## src/rtl/reg_dump_pkg.sv

```systemverilog
// Shared types and constants for the register dump reader.
package reg_dump_pkg;

    localparam int REG_IDX_W  = 4;
    localparam int REG_NREG   = 1 << REG_IDX_W;
    localparam int REG_DATA_W = 32;

    typedef enum logic [2:0] {
        IDLE,
        ISSUE,
        WAIT,
        DRAIN,
        DONE
    } state_t;

    typedef struct packed {
        logic [REG_IDX_W-1:0]  idx;
        logic [REG_DATA_W-1:0] data;
    } buf_entry_t;

endpackage

```

## src/rtl/reg_mask_pick2.sv

```systemverilog
// Picks the two lowest set bits of a register mask (combinational).
module reg_mask_pick2
    import reg_dump_pkg::*;
#(
    parameter int NREG  = REG_NREG,
    parameter int IDX_W = REG_IDX_W
) (
    input  logic [NREG-1:0]  mask,
    output logic [IDX_W-1:0] a,
    output logic             a_vld,
    output logic [IDX_W-1:0] b,
    output logic             b_vld
);

    function automatic logic [IDX_W-1:0] lowest_set(input logic [NREG-1:0] v);
        logic [IDX_W-1:0] idx;
        idx = '0;
        for (int i = NREG - 1; i >= 0; i--) begin
            if (v[i]) idx = IDX_W'(i);
        end
        return idx;
    endfunction

    // Clearing the lowest set bit leaves the second candidate as the new lowest.
    logic [NREG-1:0] rest;
    assign rest  = mask & (mask - NREG'(1));

    assign a     = lowest_set(mask);
    assign a_vld = |mask;
    assign b     = lowest_set(rest);
    assign b_vld = |rest;

endmodule

```

## src/rtl/reg_dump_reader.sv

```systemverilog
// Walks a register mask, reads two bank registers per access and streams
// {index, value} words to a valid/ready consumer in ascending index order.
module reg_dump_reader
    import reg_dump_pkg::*;
#(
    parameter int DATA_W   = REG_DATA_W,
    parameter int NREG     = REG_NREG,
    parameter int IDX_W    = REG_IDX_W,
    parameter int READ_LAT = 1
) (
    input  logic              clk,
    input  logic              rst_n,
    input  logic              start,
    input  logic              abort,
    input  logic [NREG-1:0]   mask,
    output logic [IDX_W-1:0]  rd_sel1,
    output logic [IDX_W-1:0]  rd_sel2,
    input  logic [DATA_W-1:0] rd_data1,
    input  logic [DATA_W-1:0] rd_data2,
    output logic              out_valid,
    input  logic              out_ready,
    output logic [DATA_W-1:0] out_data,
    output logic [IDX_W-1:0]  out_idx,
    output logic              out_last,
    output logic              busy,
    output logic              done
);

    localparam int CNT_W = $clog2(READ_LAT + 1);

    state_t           state, next_state;
    logic [NREG-1:0]  pending;
    logic [IDX_W-1:0] pick_a, pick_b;
    logic             pick_a_vld, pick_b_vld;
    logic             pair_q;
    logic [CNT_W-1:0] wait_cnt;
    buf_entry_t       entry [2];
    logic [1:0]       ent_vld;
    logic [1:0]       ent_last;
    logic             head;
    logic             fire, drain_empty, wait_done;

    reg_mask_pick2 #(
        .NREG  (NREG),
        .IDX_W (IDX_W)
    ) u_pick (
        .mask  (pending),
        .a     (pick_a),
        .a_vld (pick_a_vld),
        .b     (pick_b),
        .b_vld (pick_b_vld)
    );

    assign fire        = out_valid && out_ready;
    assign drain_empty = fire && !(!head && ent_vld[1]);
    // Bank data for the select issued on entry to WAIT is sampled READ_LAT+1 edges later.
    assign wait_done   = (wait_cnt == CNT_W'(READ_LAT));

    always_ff @(posedge clk or negedge rst_n) begin
        if (!rst_n) state <= IDLE;
        else        state <= next_state;
    end

    always_comb begin
        next_state = state;
        case (state)
            IDLE:    if (start) next_state = (mask != '0) ? ISSUE : DONE;
            ISSUE:   next_state = WAIT;
            WAIT:    if (wait_done) next_state = DRAIN;
            DRAIN:   if (drain_empty) next_state = pick_a_vld ? ISSUE : DONE;
            DONE:    next_state = IDLE;
            default: next_state = IDLE;
        endcase
        if (abort) next_state = IDLE;
    end

    always_comb begin
        busy      = (state != IDLE);
        done      = (state == DONE);
        out_valid = ent_vld[head];
        out_data  = entry[head].data;
        out_idx   = entry[head].idx;
        out_last  = ent_vld[head] && ent_last[head];
    end

    always_ff @(posedge clk or negedge rst_n) begin
        if (!rst_n) begin
            pending  <= '0;
            rd_sel1  <= '0;
            rd_sel2  <= '0;
            pair_q   <= 1'b0;
            wait_cnt <= '0;
            entry[0] <= '0;
            entry[1] <= '0;
            ent_vld  <= '0;
            ent_last <= '0;
            head     <= 1'b0;
        end else if (abort) begin
            pending  <= '0;
            wait_cnt <= '0;
            ent_vld  <= '0;
            ent_last <= '0;
            head     <= 1'b0;
        end else begin
            case (state)
                IDLE: begin
                    if (start) pending <= mask;
                end
                ISSUE: begin
                    rd_sel1          <= pick_a;
                    rd_sel2          <= pick_b_vld ? pick_b : pick_a;
                    pair_q           <= pick_b_vld;
                    pending[pick_a]  <= 1'b0;
                    if (pick_b_vld) pending[pick_b] <= 1'b0;
                    wait_cnt         <= '0;
                end
                WAIT: begin
                    if (wait_done) begin
                        // pending already excludes this pair, so an empty mask marks the tail.
                        entry[0]    <= '{idx: rd_sel1, data: rd_data1};
                        ent_vld[0]  <= 1'b1;
                        ent_last[0] <= !pick_a_vld && !pair_q;
                        if (pair_q) begin
                            entry[1]    <= '{idx: rd_sel2, data: rd_data2};
                            ent_vld[1]  <= 1'b1;
                            ent_last[1] <= !pick_a_vld;
                        end
                        head <= 1'b0;
                    end else begin
                        wait_cnt <= wait_cnt + CNT_W'(1);
                    end
                end
                DRAIN: begin
                    if (fire) begin
                        ent_vld[head] <= 1'b0;
                        head          <= !head && ent_vld[1];
                    end
                end
                default: ;
            endcase
        end
    end

endmodule

```

## config.mk

```make
export PLATFORM = sky130hd
export DESIGN_NAME = reg_dump_reader
export DESIGN_NICKNAME = d
export VERILOG_FILES = /design/src/rtl/reg_dump_pkg.sv /design/src/rtl/reg_mask_pick2.sv /design/src/rtl/reg_dump_reader.sv
export SDC_FILE = /design/constraint.sdc
export NUM_CORES = 1
export LEC_CHECK = 0
export CORE_ASPECT_RATIO = 1.5
export CORE_MARGIN = 2
export CORE_UTILIZATION = 35
export CTS_BUF_LIST = sky130_fd_sc_hd__clkbuf_4 sky130_fd_sc_hd__clkbuf_8 sky130_fd_sc_hd__clkbuf_16
export DETAILED_ROUTE_END_ITERATION = 8
export GPL_ROUTABILITY_DRIVEN = 0
export PLACE_DENSITY = 0.69
export SYNTH_ARGS = -nofsm -noshare
export SYNTH_HDL_FRONTEND = slang
export SYNTH_HIERARCHICAL = 1
export SYNTH_SLANG_ARGS = --single-unit
```

## constraint.sdc

```tcl
create_clock -name clk -period 3.69 [get_ports clk]
set_clock_uncertainty 0.1 [all_clocks]
set_input_delay 0.369 -clock clk [delete_from_list [all_inputs] [get_ports clk]]
set_output_delay 0.369 -clock clk [all_outputs]
set_load 0.1 [all_outputs]
```

After elaboration in Yosys (flattened, before gate mapping)
Cells that the tools add are included.
{ "totals": {"latch_bits": 0, "word_cells": 147, "mem_bits_ro": 0, "mem_bits_rw": 0, "mem_count": 0, "output_inout_bits": 48, "regBits": 106} }
{ "classes": {"n_mul": 0, "n_addsub": 2, "n_shift": 0, "n_bitwise": 9, "mux": 73, "eq_ne": 9, "n_div": 0, "magnitude_cmp": 7, "n_reduce_logical": 32} }
{ "ops": {"columns": ["op", "count"], "rows": [
  ["2-to-1 mux 4 bit", 33],
  ["2-to-1 mux 36 bit", 3],
  ["AND 16 bit", 3],
  ["2-to-1 mux 16 bit", 3],
  ["NOT 16 bit", 2],
  ["one-hot mux 16 bit (2 select lines)", 1],
  ["OR reduction 16 bit", 2],
  ["2-to-1 mux 3 bit", 6],
  ["nonzero test 16 bit", 1],
  ["subtractor 16 x 1 -> 16 bit, second input constant", 1],
  ["inequality test 3 bit, second input constant", 5],
  ["2-to-1 mux 1 bit", 14],
  ["2-to-1 mux 2 bit", 6],
  ["one-hot mux 3 bit (4 select lines)", 1],
  ["AND reduction 3 bit", 4],
  ["nonzero test 3 bit", 4],
  ["< comparator 4 x 5 -> 1 bit, second input constant", 2],
  ["demux 1 bit (select 4 bit)", 2],
  [">= comparator 4 x 1 -> 1 bit, second input constant", 2],
  ["logical AND 1 bit", 8],
  ["AND reduction 4 bit", 2],
  ["== test 3 x 2 -> 1 bit, second input constant", 2],
  ["AND reduction 2 bit", 3],
  ["nonzero test 2 bit", 3],
  ["other kinds (15)", 19]
]} }

Longest topological paths before layout
Gate-level depths: netlist (run 1).
{ "depth": {"word_depth": 27, "mapped_depth": 12, "depth_no_buf": 10} }

By module
The synthesis (run 1) kept the hierarchy.
{ "modules_own_cells": {"columns": ["module", "area_each_um2", "cells_per_inst", "instances"], "rows": [
  ["reg_dump_reader", 4974.8, 402, 1],
  ["reg_mask_pick2", 705.7, 113, 1]
]} }

Least setup slack after synthesis (run 1)
Ideal clock, no wire load.
{ "synth_path": {"path_type": "flip-flop to flip-flop", "from": "register pending[3]", "to": "register pending[8]", "slack_ps": 688, "period_less_slack_ps": 3002, "path_stages_with_launch": 13, "t_required_ps": 3454, "n_path_buf": 2, "arrival_ps": 2765, "path_cell_list": "dfrtp_1 > buf_6 > nor4_4 > nand2_4 > or3_4 > maj3_2 > o22ai_1 > a21boi_1 > clkbuf_1 > nor3b_1 > a221oi_1 > o21ai_0 > a21oi_1"} }
{ "synth_via": {"elab_chain_cells": 27} }
{ "synth_rtl": {"columns": ["item", "line", "rtl"], "rows": [
  ["start, declared", "reg_dump_reader.sv:32", "logic [NREG-1:0] pending;"],
  ["start signal, assigned", "reg_dump_reader.sv:107", "if (start) pending <= mask;"],
  ["subtractor 16 x 1 -> 16 bit", "reg_mask_pick2.sv:26", "assign rest = mask & (mask - NREG'(1));"],
  ["AND 16 bit (*)", "reg_mask_pick2.sv:26", null],
  ["2-to-1 mux 4 bit (12 in a row)", "reg_mask_pick2.sv:19", "if (v[i]) idx = IDX_W'(i);"],
  ["2-to-1 mux 4 bit (*) (4 in a row)", "reg_mask_pick2.sv:19", null],
  ["via pick_b[1]", "reg_dump_reader.sv:33", "logic [IDX_W-1:0] pick_a, pick_b;"],
  ["< comparator 4 x 5 -> 1 bit (implied by the code) / >= comparator 4 x 1 -> 1 bit (equally long branches)", "reg_dump_reader.sv:114", "if (pick_b_vld) pending[pick_b] <= 1'b0;"],
  ["logical AND 1 bit (implied by the code)", "reg_dump_reader.sv:114", null],
  ["2-to-1 mux 1 bit (implied by the code)", "reg_dump_reader.sv:114", null],
  ["demux 1 bit (select 4 bit) (*)", "reg_dump_reader.sv:114", null],
  ["NOT 16 bit (no line) (*)", null, null],
  ["AND 16 bit (no line) (*)", null, null],
  ["2-to-1 mux 16 bit (*)", "reg_dump_reader.sv:114", null],
  ["one-hot mux 16 bit (2 select lines) (*)", "reg_dump_reader.sv:105", "case (state)"],
  ["2-to-1 mux 16 bit (*)", "reg_dump_reader.sv:98", "end else if (abort) begin"]
]} }
Mark *: on every way through the listed nets, which the timed path passes. The rest lies on a longest branch.
A chain may end at the register's enable or synchronous reset.

Worst setup path after layout (run 1)
{ "layout_path": {"from": "register pending[3]", "to": "register pending[1]"} }
The elaborated chain is that of the path after synthesis.

==> summary.md, run 1 <==
| Metric | Value |
|---|---|
| Status | `finished, final reports clean` |
| Hold Fails Final Rpt | `0` |
| Synthesized area per cell | `around 11 sq um` |
| Full die area | `0.0173 sq mm` |
| Initial antenna violation count | `0` |
| Worst-path cell with the longest stage delay | `or4_1` |
| Filler cells | `around 1,500` |
| Via Count | `about 4,600` |
| Post-synth EDFFs | `0` |
| Diodes inserted | `0` |
| Synthesized Nets | `600` |
| # rows | `57` |
| Area Overhead vs Synth | `29.6%` |
| Post-DP Area | `0.00705 sq mm` |
| Die H | `roughly 160 microns` |
| Vias in the first global route | `4,776` |
| Area of the mapped netlist | `around 0.0057 sq mm` |
| Worst slew margin | `25.5%` |
| Arrival @ worst endpoint | `between 3 and 4 ns` |
| Crit-path max FO | `11` |
| Maxcap violations | `0` |
| Setup TNS | `0 ns` |
| DR iter-0 viols | `300` |
| Clk root buf | `clkbuf_16` |
| Setup crit start kind | `flop` |
| Place WS | `0.218 ns` |
| Required time worst endpoint | `3.85 ns` |
| H-tree depth | `3` |
| DR WL/cell | `between 15 and 20 microns` |
| Longest Clk Path Bufs | `2` |
| #FFs+latches synth | `~110` |
| RSZ-0062 raised after global routing | `false` |
| Top Ports | `133` |
| Area of the multi-input gates | `about 0.0028 sq mm` |
| Routed Antenna Nets | `0` |
| Final worst slack | `between 0.2 and 0.25 ns` |
| Leak | `about 3.3 nW` |
| CTS tree | `built` |
| Critical path class | `flop to flop` |
| Yosys top cell area share | `between 40 and 50%` |
| Pin count of the biggest net entering global routing | `56` |
| Post-DR vias/cell | `between 5 and 6` |
| Total gr overflow | `0` |
| DR DRC count | `0` |
| Starting density of the core | `35.4%` |
| Core ar. | `roughly 0.016 sq mm` |
| Share of layout cells above drive strength 1 | `a little under a third` |
| Worst Hold Class | `flop to flop` |
| Cell Chain, Critical Path | `or4_1 > maj3_1 > a211oi_1 > o22ai_1 > a21boi_1 > and3b_1 > a221oi_1 > o21ai_1 > a21oi_1` |
| Pre-antenna DRT Iters | `6` |
| Nets | `about 720` |
| Clock Latency Late Sink | `~0.34 ns` |
| Post-Route WL | `14,900 microns` |
| Setup-failing EPs final | `0` |
| Pwr/cell area | `about 740 mW/mm^2` |
| Sequential area share after synthesis | `a little under half` |
| Die Span X | `roughly 110 microns` |
| Crit share post-route | `a little over nine tenths` |
| Synth cell types | `between 60 and 70` |
| Num CTS Buffers | `9` |
| Cells after synthesis | `515` |
| First-pass GRT wire length | `around 24,000 microns` |
| Finished layout cell area | `0.00736 sq mm` |
| Critical path's top delay family | `compound AO/OA/AOI/OAI gates` |
| Synth Warn # | `6` |
| GRT Util Overall | `17.8%` |
| Synth top area cells | `dfrtp_1, mux2_2, a21oi_1, a221oi_1, nor2_1` |
| Setup crit end kind | `flop` |
| Clock transition at path regs | `about 0.08 ns` |
| Tightest Pin Transition | `1.11 ns` |
| Post-synth top cells | `mux2_2, dfrtp_1, a21oi_1` |
| CP max stage delay | `between 0.5 and 0.6 ns` |
| WP buf/inv | `0` |
| Async set-reset flop share out of synthesis | `100%` |
| Max IR drop VDD | `0.000694 V` |
| Ys flop type | `dfrtp_1` |
| Cell taking the most area after synthesis | `dfrtp_1` |
| Top-count cell post-synth | `mux2_2` |
| Post-DP HPWL | `roughly 11,000 microns` |
| Buffers on Ports | `between 100 and 150` |
| Register area | `0.00265 sq mm` |
| Slew Viols, Final | `0` |
| Clk sink count | `about 110` |
| Hold_ws | `approximately 0.40 ns` |
| Tmin final | `~3.5 ns` |
| FMAX | `287 MHz` |
## per-stage QoR
stage / util, % / total power, mW / cells
global route: 45.9 / 5.67 / 842
global placement: 43.9 / 4.46 / 824
finish: 45.9 / 5.42 / 842
detailed placement: 43.9 / 4.51 / 824
CTS: 45.8 / 5.45 / 841
floorplan: - / 3.84 / 515
## state kept, by name, indices dropped and copies added (netlist names)
signal and count:
ent_last 2, ent_vld 2, entry 72, head 1, pair_q 1, pending 16
rd_sel1 4, rd_sel2 4, state 3, wait_cnt 1
## repair_timing
action,in CTS,in global routing
buffers inserted,0,1
hold buffers,1,0
hold endpoints to repair,37,0
setup endpoints to repair,0,12
resized for setup,0,1
## worst reg2reg max path: stages (launching register included)
cell and delay, ns:
dfrtp_1 0.50, or4_1 0.59, maj3_1 0.40, a211oi_1 0.23, o22ai_1 0.11, a21boi_1 0.48, and3b_1 0.28, a221oi_1 0.42
o21ai_1 0.10, a21oi_1 0.19
## cells in the final DEF (no fill, tap or decap), types with 8 or more instances in the layout
cell	netlist	routed
clkbuf_16	0	9
nor2b_1	10	10
nor2_1	28	28
a221oi_1	14	14
nor3_1	8	8
nand2_1	23	23
a21oi_1	40	40
mux2_2	116	116
dfrtp_1	106	105
inv_1	11	11
buf_4	2	47
nor4_1	8	8
o21ai_0	18	18
o21ai_1	11	11
clkdlybuf4s50_1	0	92
## worst paths after layout
check                                            start                      to  slack, ns  depth (start not counted)
worst max-delay path            pending[3]$_DFFE_PN0P_  pending[1]$_DFFE_PN0P_       0.20                          9
min in group asynchronous                        rst_n   entry[48]$_DFFE_PN0P_       0.52                          2
worst min-delay path             entry[63]$_DFFE_PN0P_   entry[63]$_DFFE_PN0P_       0.40                          1
max in group asynchronous                        rst_n   entry[30]$_DFFE_PN0P_       2.12                          3
worst max register to register  pending[3]$_DFFE_PN0P_  pending[1]$_DFFE_PN0P_       0.20                          9
worst min register to register   entry[63]$_DFFE_PN0P_   entry[63]$_DFFE_PN0P_       0.40                          1
## kinds of logic (layout without fill, tap and decap cells)
family,count (synthesis),count (layout),share of synthesized area (%)
fa+ha+maj,3,3,0.551
flops,106,106,46.7
mux,122,122,24.1
simple gates,122,122,12.4
compound gates,113,113,12.4
xor+xnor,3,3,0.463
buf+inv,46,167,3.52
## per-layer routing
layer	GRT usage, %	vias up	wire length [microns]
li1	-	2120	-
met1	19.6	2271	5470
met2	30.6	214	7640
met3	5.84	43	1220
met4	8.28	0	612
met5	0	-	0
## area by class of cell
class / count / area share [%]
Multi-Input combinational cell: 363 / 38.5
Sequential cell: 106 / 36.0
Timing Repair Buffer: 140 / 17.4
Tap cell: 206 / 3.50
Clock buffer: 10 / 3.24
Clock inverter: 6 / 0.680
Inverter: 11 / 0.561
## power by group
part / total [mW] / internal [mW] / leakage (nW) / switching (mW)
Clock: 0.929 / 0.483 / 0.135 / 0.446
Combinational: 2.83 / 0.833 / 1.70 / 1.99
Sequential: 1.67 / 1.45 / 1.42 / 0.215
Total: 5.42 / 2.77 / 3.25 / 2.65
No activity file was read; power rests on OpenSTA's default activity.
==> inputs of run 2 (changes only) <==
SKIP_LAST_GASP = 1   (was not set)
==> results of run 2 <==
Final layout, timing and power as in run 1 (identical DEF).
==> inputs of run 3 (changes only) <==
CTS_CLUSTER_DIAMETER = 200   (was not set)
==> results of run 3 <==
Final layout, timing and power as in run 1 (identical DEF).
